File: config.mk
export PLATFORM = sky130hd
export DESIGN_NAME = uart_frame_decoder
export DESIGN_NICKNAME = d
export VERILOG_FILES = /design/src/rtl/uart_frame_decoder.sv
export SDC_FILE = /design/constraint.sdc
export NUM_CORES = 1
export LEC_CHECK = 0
export CORE_ASPECT_RATIO = 0.8
export CORE_MARGIN = 4
export CORE_UTILIZATION = 60
export DETAILED_ROUTE_END_ITERATION = 8
export HOLD_SLACK_MARGIN = 0.1
export PLACE_DENSITY = 0.82
export SLEW_MARGIN = 20
export SYNTH_ARGS = -nofsm -noshare
export SYNTH_HDL_FRONTEND = slang
export SYNTH_SLANG_ARGS = --single-unit
File: constraint.sdc
create_clock -name clk -period 9 [get_ports clk]
set_input_delay 1.35 -clock clk [delete_from_list [all_inputs] [get_ports clk]]
set_output_delay 1.35 -clock clk [all_outputs]
set_load 0.01 [all_outputs]
File: src/rtl/uart_frame_decoder.sv
// uart_frame_decoder: parses "Vnn - dddd V<LF><CR>" voltage report frames from a UART byte stream.
// Optional: define ERR_COUNT_EN to add saturating err_count/frame_count outputs.
`default_nettype none

module uart_frame_decoder #(
   parameter int NUM_CHANNELS   = 13,
   parameter int TIMEOUT_CYCLES = 65_000_000
) (
   input  logic        clk,
   input  logic        rst,
   input  logic [7:0]  rx_data,
   input  logic        rx_tick,
   output logic [3:0]  channel,
   output logic [15:0] value,
   output logic        valid,
`ifdef ERR_COUNT_EN
   output logic [15:0] err_count,
   output logic [15:0] frame_count,
`endif
   output logic        error
);

   localparam logic [1:0] S_HUNT = 2'd0;
   localparam logic [1:0] S_RECV = 2'd1;
   localparam logic [1:0] S_DONE = 2'd2;

   localparam int TW = $clog2(TIMEOUT_CYCLES + 1);

   logic [1:0]    state;
   logic [3:0]    pos;
   logic [3:0]    tens;
   logic [3:0]    units;
   logic [15:0]   digits;
   logic [TW-1:0] tcnt;

   logic       is_digit;
   logic       is_v;
   logic       byte_ok;
   logic [4:0] ch_num;
   logic       ch_ok;

   assign is_digit = (rx_data >= 8'h30) && (rx_data <= 8'h39);
   assign is_v     = (rx_data == 8'h56);

   // Channel arithmetic deliberately wraps in 5 bits.
   assign ch_num = ({1'b0, tens} * 5'd10) + {1'b0, units};
   assign ch_ok  = (ch_num != 5'd0) && (ch_num <= 5'(NUM_CHANNELS));

   always_comb begin
      byte_ok = 1'b0;
      case (pos)
         4'd1, 4'd2, 4'd6, 4'd7, 4'd8, 4'd9: byte_ok = is_digit;
         4'd3, 4'd5, 4'd10:                  byte_ok = (rx_data == 8'h20);
         4'd4:                               byte_ok = (rx_data == 8'h2D);
         4'd11:                              byte_ok = is_v;
         4'd12:                              byte_ok = (rx_data == 8'h0A);
         4'd13:                              byte_ok = (rx_data == 8'h0D);
         default:                            byte_ok = 1'b0;
      endcase
   end

   always_ff @(posedge clk or posedge rst) begin
      if (rst) begin
         state   <= S_HUNT;
         pos     <= 4'd0;
         tens    <= 4'd0;
         units   <= 4'd0;
         digits  <= 16'd0;
         tcnt    <= '0;
         channel <= 4'd0;
         value   <= 16'd0;
         valid   <= 1'b0;
         error   <= 1'b0;
      end else begin
         valid <= 1'b0;
         error <= 1'b0;
         case (state)
            S_HUNT: begin
               tcnt <= '0;
               if (rx_tick && is_v) begin
                  state <= S_RECV;
                  pos   <= 4'd1;
               end
            end
            S_RECV: begin
               if (rx_tick) begin
                  tcnt <= '0;
                  if (byte_ok) begin
                     case (pos)
                        4'd1:    tens           <= rx_data[3:0];
                        4'd2:    units          <= rx_data[3:0];
                        4'd6:    digits[15:12]  <= rx_data[3:0];
                        4'd7:    digits[11:8]   <= rx_data[3:0];
                        4'd8:    digits[7:4]    <= rx_data[3:0];
                        4'd9:    digits[3:0]    <= rx_data[3:0];
                        default: ;
                     endcase
                     if (pos == 4'd13) begin
                        state <= S_DONE;
                        pos   <= 4'd0;
                     end else begin
                        pos <= pos + 4'd1;
                     end
                  end else begin
                     error <= 1'b1;
                     if (is_v) begin
                        pos <= 4'd1;
                     end else begin
                        state <= S_HUNT;
                        pos   <= 4'd0;
                     end
                  end
               end else if (tcnt == TW'(TIMEOUT_CYCLES - 1)) begin
                  error <= 1'b1;
                  state <= S_HUNT;
                  pos   <= 4'd0;
                  tcnt  <= '0;
               end else begin
                  tcnt <= tcnt + TW'(1);
               end
            end
            S_DONE: begin
               tcnt <= '0;
               if (ch_ok) begin
                  valid   <= 1'b1;
                  channel <= 4'(ch_num - 5'd1);
                  value   <= digits;
               end else begin
                  error <= 1'b1;
               end
               // A byte arriving now is treated as position 0 of the next frame.
               if (rx_tick && is_v) begin
                  state <= S_RECV;
                  pos   <= 4'd1;
               end else begin
                  state <= S_HUNT;
                  pos   <= 4'd0;
               end
            end
            default: begin
               state <= S_HUNT;
               pos   <= 4'd0;
            end
         endcase
      end
   end

`ifdef ERR_COUNT_EN
   always_ff @(posedge clk or posedge rst) begin
      if (rst) begin
         err_count   <= 16'd0;
         frame_count <= 16'd0;
      end else begin
         if (error && (err_count != 16'hFFFF))
            err_count <= err_count + 16'd1;
         if (valid && (frame_count != 16'hFFFF))
            frame_count <= frame_count + 16'd1;
      end
   end
`endif

endmodule

`default_nettype wire

==> impl_metrics.yaml, run 1 <==
timing:
  worstMarginPinSlew_ns: 1.061
  tns_ns: 0
  setup_viol: 0
  rsz0062_at_grt: "no"
  max_slew_margin: 0.2911
  skew_ns: 0.007092
  period_share: 0.4159
  hold_viol: 0
  finalMaxSlewViolations: 0
  period_minus_slack_ns: 3.743
  fmax_mhz: 267.2
  fin_ws_ns: 5.257
layout:
  n_antenna_cell: 0
  area_growth_pct: 13.30
  num-nets-final: 438
  drive_gt1_frac: 0.08852
  fin_cells: 502
  fin_util: 0.7144
  fill_cells: 462
  stdcell_area_mm2: 0.004648
detailed_routing:
  via_per_inst: 6.143
  ant_nets: 0
  totalWireLength_um: 8369
  drc: 0
  drt-initial-drc-count: 202
  routedWlPerCell_um: 16.67
  vias: 3084
  drt_first_pass_iters: 4
yosys:
  yosys.area_share.xor_xnor: 0.03202
  synth-compound-area-share: 0.1192
  synth_area_mm2: 0.004103
  synth.area.top_cells: "dfrtp_1 (48%), mux2_1 (9.1%), o21ai_1 (3.8%)"
  ys.flop_type: "dfrtp_1"
  async_reset_ff_frac: 1.000
  synth_cell_types: 57
  ys_warn_count: 0
  synthAdderAreaFrac: 0.04148
  yosys.area_share.simple: 0.1671
  synth_top_family_by_area: "simple AND/OR/NAND/NOR gates"
  synth_edf_count: 0
  synth_top_area_frac: 0.4758
  seq_area_frac_synth: 0.4758
  netlist_instances: 389
  synth_seq_cells: 78
  avgSynthCellArea_um2: 10.55
  yosysTopAreaCell: "dfrtp_1"
  synthesis.nets: 413
  synth.area.mux_share: 0.1293
grt:
  grt_overflow: 0
  track_usage: 0.2251
  grt_pass1_wl_um: 14470
  grt_max_degree: 79
  grt_pass1_vias: 2934
  antenna_found_initial: 0
placed_design:
  hpwl_um: 5862
  placed_cells: 487
  port_buffers: 32
  place_area_mm2: 0.004441
  place_ws_ns: 4.893
  gp_congestion: 0.8700
hold_path:
  worstHoldStart: "digits[10]"
  holdPathStages: 1
  hp-class: "reg -> reg"
  hold_end: "value[10]"
cts:
  clock_latency_ns: 0.35
  cts_sinks: 78
  cts_setup_buffers: 0
  cts_resized: 0
  cts_hold_buf: 0
  clk_pin_slew_ns: 0.08
  htreeDepth: 3
  cts_tree: "built"
  cts-root-buf: "clkbuf_8"
  numCtsBuffers: 9
  clockBufferDepth: 2
outcome:
  outcome: "completed"
worst_setup_path:
  r2r_start: "pos[2]"
  r2r_end: "digits[14]"
  endpoint_kind: "flop"
  worstPathRequired_ns: 9.23
  crit_buf_inv: 1
  crit_path_top_delay_cell: "clkdlybuf4s50_1"
  start_kind: "primary input"
  reg2reg_setup_slack_ns: 5.95
  slowest_delay_ns: 0.66
  arrival_ns: 3.97
  cpLargestDelayFamily: "simple AND/OR/NAND/NOR gates"
  path_class: "in -> reg"
  cp_cell_sequence: "clkdlybuf4s50_1 > nor2b_1 > a41oi_1 > a2111o_1 > and2_4 > or4b_4 > mux2_1"
  worstPathMaxFanout: 9
  reg2reg_depth: 7
power_and_ir_drop:
  powerDensity_mw_per_mm2: 167.9
  pwr-share-clk: 0.348
  power_switching_uw: 222.0
  p_comb_frac: 0.171
  internal-power_uw: 558.6
  p_leak_uw: 0.002111
  switching_share: 0.2844
  p_seq_frac: 0.481
  worst_ir_drop_vdd_v: 0.0001041
floorplan:
  core_area_mm2: 0.006506
  die_w_um: 100.5
  die_y_um: 81.96
  initial_core_util: 0.6306
  dieArea_mm2: 0.008233
  pin_count: 33
  rows: 26
flow_run:
  max_cap_violations: 0
metrics by stage:
stage               power [µW]  hold WS, ns
CTS                      785.1       0.4894
finish                   780.6       0.4859
detailed placement       513.0       0.4746
global placement         509.2       0.4672
global route             821.5       0.5016
floorplan                481.8       0.4405
registers in the layout, indices dropped and copies added (netlist names):
register	count
digits	16
error	1
tcnt	26
channel	4
tens	4
value	16
pos	4
state	2
valid	1
units	4
worst max path at each step:
stage | startpoint | end | slack (ns) | depth (start not counted)
global placement | rx_data[1] | digits[12] | 4.98 | 7
detailed placement | rx_data[1] | digits[14] | 4.89 | 7
finish | rx_data[1] | digits[14] | 5.26 | 7
CTS | rx_data[1] | digits[14] | 5.26 | 7
floorplan | rx_data[4] | digits[0] | 5.42 | 7
global route | rx_data[1] | digits[14] | 5.18 | 7
routing by layer:
layer | global-route usage | share of wire | vias up
met4 | 0.05518 | 0.0076 | 0
met1 | 0.3271 | 0.47 | 1519
met5 | 0 | 0 | -
met2 | 0.3433 | 0.46 | 95
li1 | - | - | 1462
met3 | 0.05433 | 0.059 | 8
power groups by stage:
| stage | logic (µW) | registers [µW] | clock network, µW |
|---|---|---|---|
| 6_report | 134 | 376 | 272 |
| 5_1_grt | 151 | 377 | 293 |
| 4_1_cts | 133 | 375 | 277 |
| 3_5_place_dp | 131 | 382 | 0 |
| 3_3_place_gp | 128 | 382 | 0 |
| 2_1_floorplan | 107 | 374 | 0 |
kinds of logic (layout without fill, tap and decap cells):
| kind of cell | Yosys count | in the layout |
|---|---|---|
| AND/OR/NAND/NOR | 124 | 124 |
| AO/OA/AOI/OAI | 81 | 81 |
| flip-flops | 78 | 78 |
| multiplexers | 46 | 46 |
| buffers and inverters | 32 | 61 |
| XOR/XNOR | 15 | 15 |
| adder cells (fa/ha/maj) | 13 | 13 |
synthesized netlist by cell type, types with 2 or more instances:
| cell | n |
|---|---|
| nor4_1 | 4 |
| nand2b_1 | 4 |
| mux2_4 | 4 |
| o31ai_1 | 8 |
| and3_1 | 9 |
| o21ai_0 | 6 |
| ha_1 | 12 |
| inv_1 | 11 |
| nor3_1 | 6 |
| mux2_2 | 7 |
| nor4b_1 | 2 |
| buf_6 | 3 |
| xnor2_1 | 11 |
| nor2b_1 | 3 |
| o41ai_1 | 2 |
| nand4_1 | 7 |
| and4_1 | 2 |
| a31oi_1 | 8 |
| mux2i_1 | 2 |
| a41oi_1 | 2 |
| clkbuf_1 | 14 |
| inv_2 | 2 |
| and2_1 | 3 |
| nor2_1 | 15 |
| nand2_1 | 41 |
| o211ai_1 | 2 |
| a211o_1 | 2 |
| a21oi_1 | 13 |
| xor2_1 | 4 |
| or3_1 | 2 |
| or4_1 | 2 |
| o21ai_1 | 31 |
| dfrtp_1 | 78 |
| mux2_1 | 33 |
| nor4_2 | 2 |
| nand3_1 | 11 |
final cells by class:
type / count / area [µm²] / share of cell area
clock buffers: 12 / 165.2 / 0.03553
inverters: 13 / 48.80 / 0.01050
clock inverters: 3 / 42.54 / 0.009152
flip-flops and latches: 78 / 1952 / 0.4199
multi-input cells: 279 / 2007 / 0.4318
well taps: 84 / 105.1 / 0.02261
repair buffers: 33 / 327.8 / 0.07052
cell usage in the layout (no fill, tap or decap), types with 2 or more instances in the layout:
master	instances
nor2b_1	3
clkdlybuf4s50_1	32
a211o_1	2
nand2b_1	4
and3_1	9
inv_1	10
nor4_2	2
mux2_2	7
o31ai_1	8
o21ai_1	31
ha_1	12
and4_1	2
nor4_1	4
xnor2_1	11
nand4_1	7
a31oi_1	8
mux2i_1	2
o211ai_1	2
clkbuf_8	12
nand3_1	11
and2_1	3
nor4b_1	2
mux2_1	33
mux2_4	4
xor2_1	4
nand2_1	41
o21ai_0	6
a41oi_1	2
nor2_1	15
or3_1	2
o41ai_1	2
nor3_1	6
dfrtp_1	78
or4_1	2
inv_2	3
a21oi_1	13
Power figures use the tool's default switching activity.
==> run 2, diff against run 1 <==
- CORE_UTILIZATION: 60 -> 58
- PLACE_DENSITY: 0.82 -> 0.8
- clock period: 9 -> 3.8 ns (I/O delays scaled with it)
==> impl_metrics.yaml, run 2 (synthesis results as in run 1) <==
outcome:
  outcome: "completed"
worst_setup_path:
  reg2reg_setup_slack_ns: 0.74
  cp_cell_sequence: "nor2b_4 > a21oi_1 > or4_1 > a2111o_1 > and2_4 > or4b_4 > mux2_1"
  path_class: "reg -> reg"
  arrival_ns: 3.29
  worstPathRequired_ns: 4.03
  r2r_end: "digits[15]"
  r2r_start: "pos[2]"
  endpoint_kind: "flop"
  reg2reg_depth: 7
  setup.worst_path.end: "digits[15]"
  start_kind: "flop"
  worstPathMaxFanout: 14
  slowest_delay_ns: 0.60
  crit_start: "pos[2]"
  crit_path_top_delay_cell: "dfrtp_1"
detailed_routing:
  ant_nets: 0
  routedWlPerCell_um: 16.42
  totalWireLength_um: 8376
  drt_first_pass_iters: 4
  vias: 3051
  drc: 0
  drt-initial-drc-count: 177
  via_per_inst: 5.982
timing:
  max_slew_margin: 0.5230
  fmax_mhz: 327.2
  finalMaxSlewViolations: 0
  worstMarginPinSlew_ns: 0.7145
  tns_ns: 0
  hold_viol: 0
  rsz0062_at_grt: "no"
  period_minus_slack_ns: 3.056
  setup_viol: 0
  skew_ns: 0.01073
  period_share: 0.8042
placed_design:
  gp_congestion: 0.8686
  port_buffers: 32
  hpwl_um: 5814
power_and_ir_drop:
  power_switching_uw: 541.8
  worst_ir_drop_vdd_v: 0.0002094
  p_seq_frac: 0.467
  internal-power_uw: 1365
  finalPower_uw: 1907
  p_comb_frac: 0.171
  p_leak_uw: 0.002140
  pwr-share-clk: 0.363
  switching_share: 0.2842
  powerDensity_mw_per_mm2: 404.8
layout:
  fill_cells: 542
  area_growth_pct: 14.79
  register_area_mm2: 0.001952
  final_common_cell: "dfrtp_1"
  largest_reg_flops: 26
  largest_registers: "tcnt (26), digits (16), value (16)"
  drive_gt1_frac: 0.09693
  top_register: "tcnt"
  fin_util: 0.6834
  n_antenna_cell: 0
  mostFrequentLayoutCells: "dfrtp_1 (78), nand2_1 (41), mux2_1 (33), clkdlybuf4s50_1 (32), o21ai_1 (31)"
  num-nets-final: 442
  multi_input_area_mm2: 0.002007
floorplan:
  die_w_um: 102.0
  dieArea_mm2: 0.008491
  pin_count: 33
  rows: 27
  initial_core_util: 0.5953
  die_y_um: 83.23
  core_area_mm2: 0.006892
cts:
  cts_hold_buf: 0
  clk_pin_slew_ns: 0.08
  htreeDepth: 3
  clockBufferDepth: 2
  cts_sinks: 78
  cts_tree: "built"
  cts-root-buf: "clkbuf_8"
  clock_latency_ns: 0.35
  cts_setup_buffers: 0
  cts_resized: 0
  numCtsBuffers: 9
hold_path:
  hp-class: "reg -> reg"
flow_run:
  max_cap_violations: 0
grt:
  grt_overflow: 0
  antenna_found_initial: 0
  grt_pass1_wl_um: 14450
  track_usage: 0.2147
  grt_max_degree: 47
  grt_pass1_vias: 2881
-- run 2: cell count changes in the layout (fill, tap and decap cells not counted) --
cell       previous run  this run
buf_12                0         1
buf_4                 1         4
bufinv_16             1         2
clkbuf_1              0         1
clkbuf_8             12        10
inv_6                 0         1
-- run 2: power groups by stage --
stage / sequential [µW] / combinational, µW / clock, µW
floorplan: 887 / 254 / 0
global placement: 903 / 310 / 0
detailed placement: 905 / 318 / 0
CTS: 889 / 324 / 708
global route: 894 / 362 / 746
finish: 890 / 326 / 691
-- run 2: worst min path at each step --
stage,slack (ns),end,cells past startpoint,start
after floorplan,0.44,tcnt[19],1,tcnt[19]
after global placement,0.46,tcnt[19],1,tcnt[19]
final,0.49,digits[10],1,digits[10]
after global routing,0.51,digits[10],1,digits[10]
after detailed placement,0.47,value[5],1,digits[5]
after CTS,0.49,tcnt[19],1,tcnt[19]
-- run 2: layout make-up --
type                    count  share of cell area
repair buffers             37             0.07864
flip-flops and latches     78              0.4145
inverters                  13             0.01036
well taps                  87             0.02311
clock inverters             5             0.01727
multi-input cells         279              0.4261
clock buffers              11             0.03002
-- run 2: worst max-delay path: cells and delay by family, from the launching register on --
| kind | cells | cell delay (ns) |
|---|---|---|
| muxes | 1 | 0.33 |
| AOI/OAI and AO/OA | 2 | 0.50 |
| and+or+nand+nor | 4 | 1.52 |
| DFF | 1 | 0.60 |
-- run 2: routing by layer --
layer  wire (µm)  track usage
met3         511      0.05542
met4          61      0.05364
met1        4023       0.3326
met2        3780       0.2997
met5           0            0
-- run 2: per-stage QoR --
step / setup WS, ns / instance area, µm² / instances / hold slack [ns]
final: 0.7440 / 4710 / 510 / 0.4901
after global routing: 0.5859 / 4710 / 510 / 0.5103
after CTS: 0.7703 / 4710 / 510 / 0.4886
after detailed placement: 0.4880 / 4487 / 494 / 0.4734
after global placement: 0.5660 / 4487 / 494 / 0.4642
after floorplan: 0.9889 / 4103 / 389 / 0.4405
